===== src/rtl/display_pkg.sv =====
// Shared constants, FSM state type and glyph ROM contents for the multi-digit
// seven-segment-style sprite display.
package display_pkg;

  localparam int DIGIT_W      = 20;
  localparam int DIGIT_H      = 30;
  localparam int SPRITE_BYTES = 600;
  localparam int SPRITE_AW    = 13;
  localparam string SPRITE_FILE = "mem/digit_sprites.mem";

  typedef enum logic [1:0] {
    IDLE    = 2'd0,
    CONVERT = 2'd1,
    COMMIT  = 2'd2
  } conv_state_e;

  // Glyph ROM contents: ten 20x30 sprites stacked at SPRITE_BYTES stride.
  function automatic logic [5:0] sprite_rgb(input logic [SPRITE_AW-1:0] addr);
    return addr[5:0] ^ addr[11:6] ^ {5'd0, addr[12]};
  endfunction

  function automatic int unsigned pow10(input int n);
    int unsigned p;
    p = 32'd1;
    for (int k = 0; k < n; k++) begin
      p = p * 32'd10;
    end
    return p;
  endfunction

endpackage


===== src/rtl/bin2bcd_seq.sv =====
// Sequential binary-to-BCD converter (double dabble, MSB first, one bit per
// cycle) with start/busy/done handshake and out-of-range detection.
module bin2bcd_seq
  import display_pkg::*;
#(
  parameter int VALUE_W    = 10,
  parameter int NUM_DIGITS = 3
) (
  input  logic                    clk,
  input  logic                    rst,
  input  logic                    start,
  input  logic [VALUE_W-1:0]      bin,
  output logic                    busy,
  output logic                    done,
  output logic                    ovf,
  output logic [NUM_DIGITS*4-1:0] bcd
);
  localparam int CNT_W = $clog2(VALUE_W) + 1;
  localparam logic [31:0] MAX_VAL = 32'(pow10(NUM_DIGITS) - 32'd1);

  conv_state_e             state_q;
  logic [VALUE_W-1:0]      shift_q;
  logic [NUM_DIGITS*4-1:0] bcd_q;
  logic [NUM_DIGITS*4-1:0] bcd_d;
  logic [CNT_W-1:0]        cnt_q;
  logic                    busy_q;
  logic                    done_q;
  logic                    ovf_q;

  assign busy = busy_q;
  assign done = done_q;
  assign ovf  = ovf_q;
  assign bcd  = bcd_q;

  // One double-dabble step: add 3 to every digit >= 5, then shift in next bit
  always_comb begin
    bcd_d = bcd_q;
    for (int i = 0; i < NUM_DIGITS; i++) begin
      if (bcd_q[i*4 +: 4] >= 4'd5) begin
        bcd_d[i*4 +: 4] = bcd_q[i*4 +: 4] + 4'd3;
      end else begin
        bcd_d[i*4 +: 4] = bcd_q[i*4 +: 4];
      end
    end
    bcd_d = {bcd_d[NUM_DIGITS*4-2:0], shift_q[VALUE_W-1]};
  end

  // Conversion FSM; done is high for the single COMMIT cycle
  always_ff @(posedge clk) begin
    if (rst) begin
      state_q <= IDLE;
      shift_q <= '0;
      bcd_q   <= '0;
      cnt_q   <= '0;
      busy_q  <= 1'b0;
      done_q  <= 1'b0;
      ovf_q   <= 1'b0;
    end else begin
      case (state_q)
        IDLE: begin
          done_q <= 1'b0;
          if (start) begin
            state_q <= CONVERT;
            busy_q  <= 1'b1;
            shift_q <= bin;
            bcd_q   <= '0;
            cnt_q   <= '0;
            ovf_q   <= (32'(bin) > MAX_VAL);
          end
        end
        CONVERT: begin
          bcd_q   <= bcd_d;
          shift_q <= shift_q << 1;
          cnt_q   <= cnt_q + CNT_W'(1);
          if (cnt_q == CNT_W'(VALUE_W - 1)) begin
            state_q <= COMMIT;
            done_q  <= 1'b1;
          end
        end
        COMMIT: begin
          state_q <= IDLE;
          busy_q  <= 1'b0;
          done_q  <= 1'b0;
        end
        default: begin
          state_q <= IDLE;
          busy_q  <= 1'b0;
          done_q  <= 1'b0;
        end
      endcase
    end
  end

endmodule


===== src/rtl/n_digit_display.sv =====
// N-digit decimal sprite display: captures a binary value, converts it to BCD
// in the background and renders the committed digits with blanking and blink.
module n_digit_display
  import display_pkg::*;
#(
  parameter int NUM_DIGITS   = 3,
  parameter int VALUE_W      = 10,
  parameter int X0           = 0,
  parameter int Y0           = 0,
  parameter int BLINK_FRAMES = 30
) (
  input  logic               clk,
  input  logic               rst,
  input  logic [9:0]         col,
  input  logic [9:0]         row,
  input  logic [VALUE_W-1:0] value,
  input  logic               load,
  input  logic               blank_lz,
  input  logic               blink_en,
  input  logic               frame_tick,
  output logic               busy,
  output logic               overflow,
  output logic               on,
  output logic [5:0]         rgb
);
  localparam int BC_W = $clog2(BLINK_FRAMES + 1);

  logic [VALUE_W-1:0]         value_q;
  logic                       start_q;
  logic [NUM_DIGITS-1:0][3:0] disp_q;
  logic                       overflow_q;
  logic [BC_W-1:0]            blink_cnt_q;
  logic                       hidden_q;
  logic                       on_q;
  logic [5:0]                 rgb_q;
  logic                       conv_busy_s;
  logic                       conv_done_s;
  logic                       conv_ovf_s;
  logic [NUM_DIGITS*4-1:0]    conv_bcd_s;
  logic [10:0]                rel_x_s;
  logic [10:0]                rel_y_s;
  logic [10:0]                off_s;
  logic [NUM_DIGITS-1:0]      lz_s;
  logic                       zero_run_s;
  logic                       in_box_s;
  logic                       blank_s;
  logic [3:0]                 digit_s;
  logic [4:0]                 px_s;
  logic [SPRITE_AW-1:0]       addr_s;
  logic                       on_d;
  logic [5:0]                 rgb_d;

  bin2bcd_seq #(
    .VALUE_W    (VALUE_W),
    .NUM_DIGITS (NUM_DIGITS)
  ) u_conv (
    .clk   (clk),
    .rst   (rst),
    .start (start_q),
    .bin   (value_q),
    .busy  (conv_busy_s),
    .done  (conv_done_s),
    .ovf   (conv_ovf_s),
    .bcd   (conv_bcd_s)
  );

  assign busy     = start_q | conv_busy_s;
  assign overflow = overflow_q;
  assign on       = on_q;
  assign rgb      = rgb_q;
  // Wrap-around subtraction: pixels left of/above the origin become huge
  assign rel_x_s  = {1'b0, col} - 11'(X0);
  assign rel_y_s  = {1'b0, row} - 11'(Y0);

  // Load capture and atomic digit commit; loads while busy are dropped
  always_ff @(posedge clk) begin
    if (rst) begin
      value_q    <= '0;
      start_q    <= 1'b0;
      disp_q     <= '0;
      overflow_q <= 1'b0;
    end else begin
      start_q <= load && !busy;
      if (load && !busy) begin
        value_q <= value;
      end
      if (conv_done_s) begin
        for (int i = 0; i < NUM_DIGITS; i++) begin
          disp_q[i] <= conv_ovf_s ? 4'd9 : conv_bcd_s[(NUM_DIGITS-1-i)*4 +: 4];
        end
        overflow_q <= conv_ovf_s;
      end
    end
  end

  // Blink phase: toggles every BLINK_FRAMES frame ticks while enabled
  always_ff @(posedge clk) begin
    if (rst || !blink_en) begin
      blink_cnt_q <= '0;
      hidden_q    <= 1'b0;
    end else if (frame_tick) begin
      if (blink_cnt_q == BC_W'(BLINK_FRAMES - 1)) begin
        blink_cnt_q <= '0;
        hidden_q    <= !hidden_q;
      end else begin
        blink_cnt_q <= blink_cnt_q + BC_W'(1);
      end
    end
  end

  // Leading-zero mask; the rightmost digit always stays visible
  always_comb begin
    zero_run_s = 1'b1;
    lz_s       = '0;
    for (int i = 0; i < NUM_DIGITS; i++) begin
      zero_run_s = zero_run_s && (disp_q[i] == 4'd0);
      lz_s[i]    = blank_lz && zero_run_s && (i != NUM_DIGITS - 1);
    end
  end

  // Digit box hit test and shared sprite ROM lookup
  always_comb begin
    off_s    = '0;
    in_box_s = 1'b0;
    digit_s  = 4'd0;
    px_s     = 5'd0;
    blank_s  = 1'b0;
    for (int i = 0; i < NUM_DIGITS; i++) begin
      off_s = rel_x_s - 11'(DIGIT_W * i);
      if (off_s < 11'(DIGIT_W) && rel_y_s < 11'(DIGIT_H)) begin
        in_box_s = 1'b1;
        digit_s  = disp_q[i];
        px_s     = off_s[4:0];
        blank_s  = lz_s[i];
      end else begin
        in_box_s = in_box_s;
      end
    end
    addr_s = 13'(digit_s) * 13'(SPRITE_BYTES) + 13'(rel_y_s) * 13'(DIGIT_W) + 13'(px_s);
    on_d   = in_box_s && !blank_s && !hidden_q;
    rgb_d  = on_d ? sprite_rgb(addr_s) : 6'd0;
  end

  // Registered pixel outputs
  always_ff @(posedge clk) begin
    if (rst) begin
      on_q  <= 1'b0;
      rgb_q <= 6'd0;
    end else begin
      on_q  <= on_d;
      rgb_q <= rgb_d;
    end
  end

endmodule


===== config.mk =====
export PLATFORM = sky130hd
export DESIGN_NAME = n_digit_display
export DESIGN_NICKNAME = d
export VERILOG_FILES = /design/src/rtl/display_pkg.sv /design/src/rtl/bin2bcd_seq.sv /design/src/rtl/n_digit_display.sv
export SDC_FILE = /design/constraint.sdc
export NUM_CORES = 1
export LEC_CHECK = 0
export CAP_MARGIN = 15
export CELL_PAD_IN_SITES_DETAIL_PLACEMENT = 0
export CELL_PAD_IN_SITES_GLOBAL_PLACEMENT = 1
export CORE_UTILIZATION = 39
export CTS_BUF_LIST = sky130_fd_sc_hd__clkbuf_2 sky130_fd_sc_hd__clkbuf_4 sky130_fd_sc_hd__clkbuf_8
export CTS_CLUSTER_DIAMETER = 200
export CTS_CLUSTER_SIZE = 14
export DETAILED_ROUTE_END_ITERATION = 10
export HOLD_SLACK_MARGIN = 0.15
export MAX_ROUTING_LAYER = met4
export PLACE_DENSITY = 0.81
export SYNTH_ARGS = -nofsm -noshare
export SYNTH_HDL_FRONTEND = slang
export SYNTH_HIERARCHICAL = 1
export SYNTH_SLANG_ARGS = --single-unit

===== constraint.sdc =====
create_clock -name clk -period 10.7 [get_ports clk]
set_input_delay 2.675 -clock clk [delete_from_list [all_inputs] [get_ports clk]]
set_output_delay 2.675 -clock clk [all_outputs]
set_load 0.005 [all_outputs]

==> metrics.yaml <==
synth_edf_count: 0
path_clk_slew_ns: 0.08
core_area_um2: 11000
required_ns: 10.98
netlist_area_um2: 4500
grt_busiest_layer: "met2"
fin_cells: 708
die_area_um2: 12000
tritoncts.num_buffers: 9
postCtsHoldBufs: 0
critPathArrivalTime_ns: 8.45
cts_tree: "yes"
worstSetupPathType: "input port to flop"
clockBufferDepth: 2
syn-num-nets: 626
grt_util_met2_pct: 29.6
drive_gt1_share_pct: 5.11
startpoint_type: "input port"
finalNetCount: 663
slew_viol_final: 0
seq_area_frac_synth_pct: 30.7
dpl.cell_count: 692
antenna_found_initial: 0
dp_slack_ns: 2.19
synth_cell_type_count: 60
fin_util_pct: 47.4
synth_warnings: 6
place_hpwl_um: 7510
synthCells: 526
final_common_cell: "dfxtp_1"
drt_iter0_markers: 174
critPathTopFamily: "compound AO/OA/AOI/OAI gates"
grt_max_degree: 47
die_y_um: 109
fillers: 1079
combPwrFrac_pct: 19.6
cts_sinks: 69
layout_common_cells: "dfxtp_1, nor2_1, ha_1"
wl_per_cell_um: 13.9
grt_pass1_wl_um: 16600
ys_seq_elements: 69
period_minus_slack_ns: 8.16
crit_fanout: 7
h-tree-depth: 3
io_pins: 45
power_frac_clock_pct: 35.8
viasPerCell: 5.30
cts_setup_buffers: 0
grt_use_total_pct: 18.2
cts_resized: 0
num_antenna_cells: 0
initial_core_util_pct: 40.8
clk_latency_ns: 0.34
grt_overflow: 0
met3_usage_pct: 2.85
avgSynthCellArea_um2: 8.56
gr-usage-met1_pct: 23.6
hold_viol_final: 0
finalWorstSetupSlack_ns: 2.54
p_switching_uw: 176
setup_tns_ns: 0
power_frac_seq_pct: 44.6
hold_path_class: "flop to flop"
p_int_uw: 434
setup_viol: 0
firstDrtPassIters: 4
cpMostUsedCell: "xnor2_1"
status: "completed"
portBuffers: 44
ant_nets: 0
grt_pass1_vias: 3523
rsz0062_at_grt: "no"
end_kind: "flop"
async_flop_share_pct: 0
crit_slowest_cell: "clkdlybuf4s50_1"
cts_root_buffer: "clkbuf_8"
power_uw: 610
die_w_um: 109
maxSlewHeadroom_pct: 22.2
tightest_slew_ns: 1.16
period_share_pct: 76.3
cap_violations: 0
place_congestion: 0.804
p_per_area_nw_per_um2: 117
synth_flop_cell: "dfxtp_1"
syn2layout_area_growth_pct: 16.1
vdd_drop_max_v: 0.0000687
finalClockSkew_ns: 0.0152
crit_buf_inv: 4
max_freq_mhz: 122
slowest_delay_ns: 0.56
wirelength_um: 9840
netSwitchingFraction_pct: 28.8
route.detailed.drc: 0
leakage_nw: 2.35
fp-row-count: 38
via_count: 3751
final timing paths:
kind,slack [ns],depth (start not counted),end,start
max,2.54,26,rgb[0],col[3]
max reg2reg,6.12,20,rgb[0],disp_q[2]
min reg2reg,0.47,2,value_q[1],value_q[1]
min,0.47,2,value_q[1],value_q[1]
state kept, by name, indices dropped and copies added, names as in the netlist:
signal	flops
start_q	1
u_conv/done	1
rgb	6
u_conv/busy	1
on	1
u_conv/ovf	1
u_conv/shift_q	10
hidden_q	1
blink_cnt_q	5
disp_q	12
u_conv/state_q	2
u_conv/bcd	12
overflow	1
value_q	10
u_conv/cnt_q	5
power by group through the flow:
stage	Combinational [mW]	Sequential [mW]	Clock (mW)
after floorplan	0.0877	0.275	0
after global placement	0.118	0.278	0
after detailed placement	0.119	0.278	0
after CTS	0.120	0.272	0.224
after global routing	0.135	0.273	0.234
final	0.119	0.272	0.219
worst register-to-register path: cells and delay by family, from the launching register on:
kind / cells / cell delay (ns)
buffers and inverters: 2 / 0.10
flip-flops: 1 / 0.35
AO/OA/AOI/OAI: 5 / 0.99
AND/OR/NAND/NOR: 3 / 0.73
XOR/XNOR: 6 / 1.11
adder cells (fa/ha/maj): 4 / 1.24
through the flow:
| stage | hold WS (ns) | cell area, um^2 |
|---|---|---|
| 2_1_floorplan | 0.427 | 4500 |
| 3_3_place_gp | 0.437 | 5030 |
| 3_5_place_dp | 0.451 | 5030 |
| 4_1_cts | 0.468 | 5230 |
| 5_1_grt | 0.494 | 5230 |
| 6_report | 0.467 | 5230 |
layer usage:
layer | wire length (um) | vias to the layer above
met5 | 0 | -
met4 | 34 | 0
met3 | 409 | 2
met2 | 4520 | 77
met1 | 4880 | 1767
li1 | - | 1905
logic make-up (layout without fill, tap and decap cells):
family                   count (synthesis)  count (layout)  synth area share [%]
multiplexers                             6               6                  1.36
buffers and inverters                   61             103                  5.70
flip-flops                              69              69                  30.7
AND/OR/NAND/NOR                        167             167                  18.0
adder cells (fa/ha/maj)                 64              64                  18.6
AO/OA/AOI/OAI                          120             120                  17.7
XOR/XNOR                                39              39                  7.89
layout make-up:
type	count	area, um^2	share of cell area (%)
flip-flops and latches	69	1380	26.4
inverters	42	158	3.02
well taps	140	175	3.35
clock buffers	10	131	2.51
clock inverters	6	71.3	1.36
multi-input cells	396	2860	54.8
repair buffers	45	448	8.57
cell usage after synthesis, types with 6 or more instances:
library cell / count / area, um^2
a21o_1: 10 / 75.1
nand4_1: 7 / 43.8
dfxtp_1: 69 / 1380
nand2b_1: 7 / 43.8
clkbuf_1: 8 / 30.0
o21ai_0: 15 / 75.1
inv_1: 42 / 158
nor2b_1: 14 / 87.6
buf_2: 7 / 35.0
ha_1: 59 / 738
xor2_1: 9 / 78.8
o21bai_1: 7 / 52.6
o31ai_1: 8 / 60.1
nand2_1: 38 / 143
xnor2_1: 29 / 254
o22ai_1: 6 / 37.5
nor2_1: 61 / 229
a21oi_1: 43 / 215
nor3_1: 12 / 60.1
Power figures use the tool's default switching activity.
